===== src/rtl/i2s_pkg.sv =====
// rtl/i2s_pkg.sv - shared encodings and frame geometry for the I2S transmit scheduler
//
// Purpose: active_src encodings, arb_mode / urun_mode encodings and the
// frame length derived from the per-channel sample width.
package i2s_pkg;

  typedef enum logic [1:0] {
    SRC_SILENCE = 2'b00,
    SRC_S0      = 2'b01,
    SRC_S1      = 2'b10,
    SRC_REPEAT  = 2'b11
  } active_src_e;

  localparam logic ARB_FIXED   = 1'b0;
  localparam logic ARB_RR      = 1'b1;
  localparam logic URUN_ZERO   = 1'b0;
  localparam logic URUN_REPEAT = 1'b1;

  // One stereo frame is one left plus one right sample, one bit per sclk.
  function automatic int frame_len(input int audio_dw);
    return 2 * audio_dw;
  endfunction

endpackage


===== src/rtl/i2s_src_buf.sv =====
// rtl/i2s_src_buf.sv - one-entry valid/ready buffer for one stereo source
//
// Purpose: holds one offered stereo sample until the scheduler drains it.
// Ports:
//   sclk, rst_n           clock, asynchronous active-low reset
//   valid, left, right    offered sample from the source
//   ready                 registered, high while the entry is empty
//   drain                 scheduler takes the entry this cycle
//   full                  entry holds data
//   buf_left, buf_right   stored sample
module i2s_src_buf #(
  parameter int DW = 32
) (
  input  logic          sclk,
  input  logic          rst_n,
  input  logic          valid,
  input  logic [DW-1:0] left,
  input  logic [DW-1:0] right,
  output logic          ready,
  input  logic          drain,
  output logic          full,
  output logic [DW-1:0] buf_left,
  output logic [DW-1:0] buf_right
);

  logic accept;
  logic full_nxt;

  assign accept = valid & ready;

  // accept and drain never coincide: ready is low whenever full is high.
  always_comb begin
    full_nxt = full;
    if (accept)
      full_nxt = 1'b1;
    else if (drain)
      full_nxt = 1'b0;
  end

  // ready resets low so that no handshake can complete in the first cycle
  // after release; it tracks ~full from the first edge onwards.
  always_ff @(posedge sclk or negedge rst_n) begin
    if (!rst_n) begin
      full      <= 1'b0;
      ready     <= 1'b0;
      buf_left  <= '0;
      buf_right <= '0;
    end else begin
      full  <= full_nxt;
      ready <= ~full_nxt;
      if (accept) begin
        buf_left  <= left;
        buf_right <= right;
      end
    end
  end

endmodule


===== src/rtl/i2s_tx_sched.sv =====
// rtl/i2s_tx_sched.sv - frame-synchronous two-source scheduler feeding an I2S transmitter
//
// Purpose: at every frame boundary picks one of two buffered sources (fixed
// priority or round-robin), or silence / repeat on underrun, and presents
// the sample for a whole frame.
// Ports:
//   sclk, rst_n                        clock, asynchronous active-low reset
//   en, arb_mode, urun_mode            boundary behaviour controls
//   s0_*/s1_* valid,ready,left,right   source handshakes and data
//   left_chan, right_chan, active_src  sample for the current frame and its origin
//   frame_tick                         pulse in the cycle outputs change
//   underrun, urun_clr, urun_cnt       sticky flag, clear, saturating count
module i2s_tx_sched
  import i2s_pkg::*;
#(
  parameter int AUDIO_DW = 32
) (
  input  logic                sclk,
  input  logic                rst_n,
  input  logic                en,
  input  logic                arb_mode,
  input  logic                urun_mode,
  input  logic                s0_valid,
  input  logic                s1_valid,
  output logic                s0_ready,
  output logic                s1_ready,
  input  logic [AUDIO_DW-1:0] s0_left,
  input  logic [AUDIO_DW-1:0] s0_right,
  input  logic [AUDIO_DW-1:0] s1_left,
  input  logic [AUDIO_DW-1:0] s1_right,
  output logic [AUDIO_DW-1:0] left_chan,
  output logic [AUDIO_DW-1:0] right_chan,
  output logic [1:0]          active_src,
  output logic                frame_tick,
  output logic                underrun,
  input  logic                urun_clr,
  output logic [15:0]         urun_cnt
);

  localparam int FRAME_LEN = frame_len(AUDIO_DW);
  localparam int CW        = $clog2(FRAME_LEN);
  localparam logic [CW-1:0] LAST_CNT = CW'(FRAME_LEN - 1);

  logic [CW-1:0]       frame_cnt;
  logic                boundary;
  logic                full0, full1;
  logic                gnt0, gnt1;
  logic                starve;
  logic                last_grant;   // 0 = s0, 1 = s1 granted most recently
  logic [AUDIO_DW-1:0] b0_left, b0_right, b1_left, b1_right;
  logic [AUDIO_DW-1:0] rep_left, rep_right;

  assign boundary = (frame_cnt == LAST_CNT);

  i2s_src_buf #(.DW(AUDIO_DW)) u_buf0 (
    .sclk      (sclk),
    .rst_n     (rst_n),
    .valid     (s0_valid),
    .left      (s0_left),
    .right     (s0_right),
    .ready     (s0_ready),
    .drain     (gnt0),
    .full      (full0),
    .buf_left  (b0_left),
    .buf_right (b0_right)
  );

  i2s_src_buf #(.DW(AUDIO_DW)) u_buf1 (
    .sclk      (sclk),
    .rst_n     (rst_n),
    .valid     (s1_valid),
    .left      (s1_left),
    .right     (s1_right),
    .ready     (s1_ready),
    .drain     (gnt1),
    .full      (full1),
    .buf_left  (b1_left),
    .buf_right (b1_right)
  );

  // s0 wins unless s1 also holds data under round-robin and s0 went last.
  always_comb begin
    gnt0 = 1'b0;
    gnt1 = 1'b0;
    if (boundary && en) begin
      if (full0 && (!full1 || arb_mode == ARB_FIXED || last_grant))
        gnt0 = 1'b1;
      else if (full1)
        gnt1 = 1'b1;
    end
  end

  assign starve = boundary && en && !full0 && !full1;

  always_ff @(posedge sclk or negedge rst_n) begin
    if (!rst_n) begin
      frame_cnt  <= '0;
      frame_tick <= 1'b0;
      left_chan  <= '0;
      right_chan <= '0;
      active_src <= SRC_SILENCE;
      rep_left   <= '0;
      rep_right  <= '0;
      last_grant <= 1'b1;
    end else begin
      frame_cnt  <= boundary ? '0 : frame_cnt + 1'b1;
      frame_tick <= boundary;
      if (boundary) begin
        if (gnt0) begin
          left_chan  <= b0_left;
          right_chan <= b0_right;
          rep_left   <= b0_left;
          rep_right  <= b0_right;
          active_src <= SRC_S0;
          last_grant <= 1'b0;
        end else if (gnt1) begin
          left_chan  <= b1_left;
          right_chan <= b1_right;
          rep_left   <= b1_left;
          rep_right  <= b1_right;
          active_src <= SRC_S1;
          last_grant <= 1'b1;
        end else if (starve && urun_mode == URUN_REPEAT) begin
          left_chan  <= rep_left;
          right_chan <= rep_right;
          active_src <= SRC_REPEAT;
        end else begin
          left_chan  <= '0;
          right_chan <= '0;
          active_src <= SRC_SILENCE;
        end
      end
    end
  end

  always_ff @(posedge sclk or negedge rst_n) begin
    if (!rst_n) begin
      underrun <= 1'b0;
      urun_cnt <= '0;
    end else if (urun_clr) begin
      underrun <= 1'b0;
      urun_cnt <= '0;
    end else if (starve) begin
      underrun <= 1'b1;
      if (urun_cnt != 16'hFFFF)
        urun_cnt <= urun_cnt + 16'd1;
    end
  end

endmodule


===== config.mk =====
export PLATFORM = sky130hd
export DESIGN_NAME = i2s_tx_sched
export DESIGN_NICKNAME = d
export VERILOG_FILES = /design/src/rtl/i2s_pkg.sv /design/src/rtl/i2s_src_buf.sv /design/src/rtl/i2s_tx_sched.sv
export SDC_FILE = /design/constraint.sdc
export NUM_CORES = 1
export LEC_CHECK = 0
export CAP_MARGIN = 0
export CORE_MARGIN = 10
export CORE_UTILIZATION = 58
export CTS_BUF_LIST = sky130_fd_sc_hd__clkbuf_2
export CTS_CLUSTER_DIAMETER = 200
export CTS_CLUSTER_SIZE = 40
export DETAILED_ROUTE_END_ITERATION = 12
export PLACE_DENSITY = 0.88
export SLEW_MARGIN = 30
export SYNTH_ARGS = -nofsm -noshare
export SYNTH_HDL_FRONTEND = slang
export SYNTH_SLANG_ARGS = --single-unit
export TNS_END_PERCENT = 30

===== constraint.sdc =====
create_clock -name sclk -period 3.7 [get_ports sclk]
set_input_delay 0.925 -clock sclk [delete_from_list [all_inputs] [get_ports sclk]]
set_output_delay 0.925 -clock sclk [all_outputs]
set_load 0.05 [all_outputs]

==> results_dict.tcl <==
set metrics [dict create \
    power_frac_seq_pct 68.9 \
    critPathBufInv 1 \
    arrival_ps 2410 \
    timing.final.crit_share_pct 90.10 \
    holdPathStages 2 \
    slowest_stage "clkdlybuf4s50_1" \
    synth_cell_type_count 48 \
    tns_ps 0 \
    grt_pass1_vias 8512 \
    cts_inserted_buffers 11 \
    drc 0 \
    via_per_inst 5.955 \
    cts_resized 0 \
    required_ps 2770 \
    rows 51 \
    hold_viol 0 \
    ys_seq_area_share_pct 62.00 \
    layout_setup_ws_ps 366.3 \
    portBuffers 221 \
    io_pins 222 \
    grt_first_pass_wirelength_mm 45.39 \
    drv_slew 0 \
    clock_skew_ps 245.7 \
    rsz0062_at_grt "false" \
    finalWirelength_mm 28.46 \
    drtIter0Drc 623 \
    p_comb_share_pct 12.4 \
    layout.cells.most_common "dfrtp_1" \
    ctsHoldBuffers 1 \
    die_h_um 161.3 \
    path_clk_slew_ps 670 \
    htreeDepth 1 \
    hpwl_mm 19.68 \
    hp-class "reg2reg" \
    r2r_setup_slack_ps 1380 \
    total_power_uw 5244 \
    drive_gt1_share_pct 15.68 \
    setup_viol 0 \
    max-vdd-ir-drop_v 0.0003347 \
    wl_per_cell_um 20.60 \
    worst_slew_pin_slew_ps 797.3 \
    grt_start_max_net_pins 190 \
    clock_latency_ps 910 \
    clock.fmax_mhz 300.0 \
    swShare_pct 24.51 \
    clockPowerShare_pct 18.7 \
    power_density_mw_per_mm2 369.8 \
    p_int_uw 3959 \
    worstSetupPathType "reg2out" \
    die_w_um 161.3 \
    dr.pass1.iters 5 \
    p_leak_uw 0.006069 \
    rr_startpoint "last_grant" \
    fin_crit_ps 3334 \
    syn_nets 1076 \
    syn_area_per_cell_um2 12.35 \
    crit_fanout 8 \
    initial_core_util_pct 59.34 \
    multi_input_area_mm2 0.004128 \
    layout_common_cells "dfrtp_1, clkdlybuf4s50_1, o21ai_0, mux2_2, a22oi_1" \
    area_delta_synth_final_pct 22.41 \
    regArea_mm2 0.007183 \
    slowest_delay_ps 860 \
    die-area_mm2 0.02603 \
    finalNetCount 1252 \
    grt_usage_pct 21.29 \
    ant_nets 0 \
    post_cts.repair.setup_buffers 0 \
    overflow 0 \
    fill_cells 1380 \
    place_congestion 0.7998 \
    vias 8230 \
    core_mm2 0.01953 \
    cts.sinks 287 \
    synth_area_mm2 0.01159 \
    reg2reg_depth 5 \
    worst-path-stages 1 \
    dp_slack_ps 638.0 \
    slew_headroom_pct 46.85 \
    cp-end-kind "output pin" \
    antenna_found_initial 3 \
    path_cells "clkdlybuf4s50_1" \
    p_sw_uw 1286 \
    status "finished clean" \
    cts_max_path_buffers 3 \
    start_kind "flip-flop" \
    hp-start "rep_right[4]" \
    syn_inst 938 \
    synth_seq_cells 287 \
    crit_start "urun_cnt[7]" \
    root_buffer "clkbuf_2" \
    cts_tree "done" \
    cp_top_family "buffers and inverters" \
    maxCapViolCount 0 \
    ys.warnings.count 0 \
]
==> power by group through the flow <==
stage,combinational [uW],sequential [uW],clock [uW]
2_1_floorplan,362,3600,0
3_3_place_gp,625,3630,0
3_5_place_dp,654,3650,0
4_1_cts,657,3620,1010
5_1_grt,711,3660,1120
6_report,648,3610,982
==> logic make-up after synthesis <==
kind of cell               after synthesis  share of synthesized area (%)
buffers and inverters                   81                          2.786
and+or+nand+nor                        130                          5.551
AOI/OAI and AO/OA                      303                          16.43
adders and majority gates                2                         0.2159
DFF                                    287                          62.00
xor gates and xnor gates                 3                         0.2268
muxes                                  132                          12.80
==> worst min-delay path: stages, from the launching register on <==
cell and delay, ps:
dfrtp_1 440, a22oi_1 60, o21ai_0 70
==> registers in the layout (all words and copies together), names as in the netlist <==
signal and flops:
active_src 2, frame_cnt 6, frame_tick 1, last_grant 1
left_chan 32, rep_left 32, rep_right 32, right_chan 32
u_buf0.buf_left 32, u_buf0.buf_right 32, u_buf0.full 1, u_buf0.ready 1
u_buf1.buf_left 32, u_buf1.buf_right 32, u_buf1.full 1, u_buf1.ready 1
underrun 1, urun_cnt 16
==> synth_stat cells (all sizes together) <==
library cell	instances	area share, %
o41ai	1	0.076
a211o	1	0.076
o21ai	135	5.8
xnor2	1	0.076
ha	2	0.22
inv	8	0.26
nor3	1	0.043
and4bb	1	0.11
nand4	5	0.32
nand2b	1	0.054
nand4bb	1	0.097
nand2	72	2.3
nor2b	1	0.054
dfstp	1	0.23
nor4	3	0.16
mux2i	3	0.26
o31ai	12	0.78
or2	1	0.054
and2	3	0.16
o211a	1	0.086
a32oi	3	0.23
and3	1	0.054
buf	10	0.48
dfrtp	286	62
nand3b	1	0.065
a22oi	128	8.3
o2111ai	1	0.076
nor2	6	0.19
a21o	1	0.076
o211ai	1	0.065
o21a	1	0.065
a21oi	18	0.78
or4	9	0.58
xor2	2	0.15
nand3	13	0.56
and4	2	0.15
mux2	129	13
clkbuf	63	2.1
or3	9	0.55
==> through the flow <==
stage               hold slack, ps  std cells  utilization (%)  area, um^2
floorplan                    435.6        938                -       11590
global placement             448.4       1365            72.00       14060
detailed placement           455.1       1365            72.02       14060
CTS                          282.4       1381            72.59       14170
global route                 305.6       1382            72.63       14180
finish                       315.1       1382            72.63       14180
==> worst paths after layout <==
path | to
hold reg to reg | right_chan[4]
max in group asynchronous | frame_tick
min in group asynchronous | urun_cnt[6]
hold / removal | right_chan[4]
setup reg to reg | rep_left[21]
setup / recovery | urun_cnt[7]
==> layout make-up <==
cell class                 instances  area share, %
sequential                       287          50.65
multi-input combinational        570          29.10
inverter                           8         0.2117
clock inverter                     1         0.2117
tap                              265          2.338
timing repair buffer             236          16.97
clock buffer                      14         0.4940
antenna                            1        0.01764
==> layer usage <==
metal  track usage [%]  wire [um]  vias up
met4             7.279       1006        2
met3             5.313       1998       51
met5                 0          9        -
li1                  -          -     3784
met2             35.92      14150      257
met1             26.19      11300     4136
Note: power is estimated with default switching activity, not from simulation.
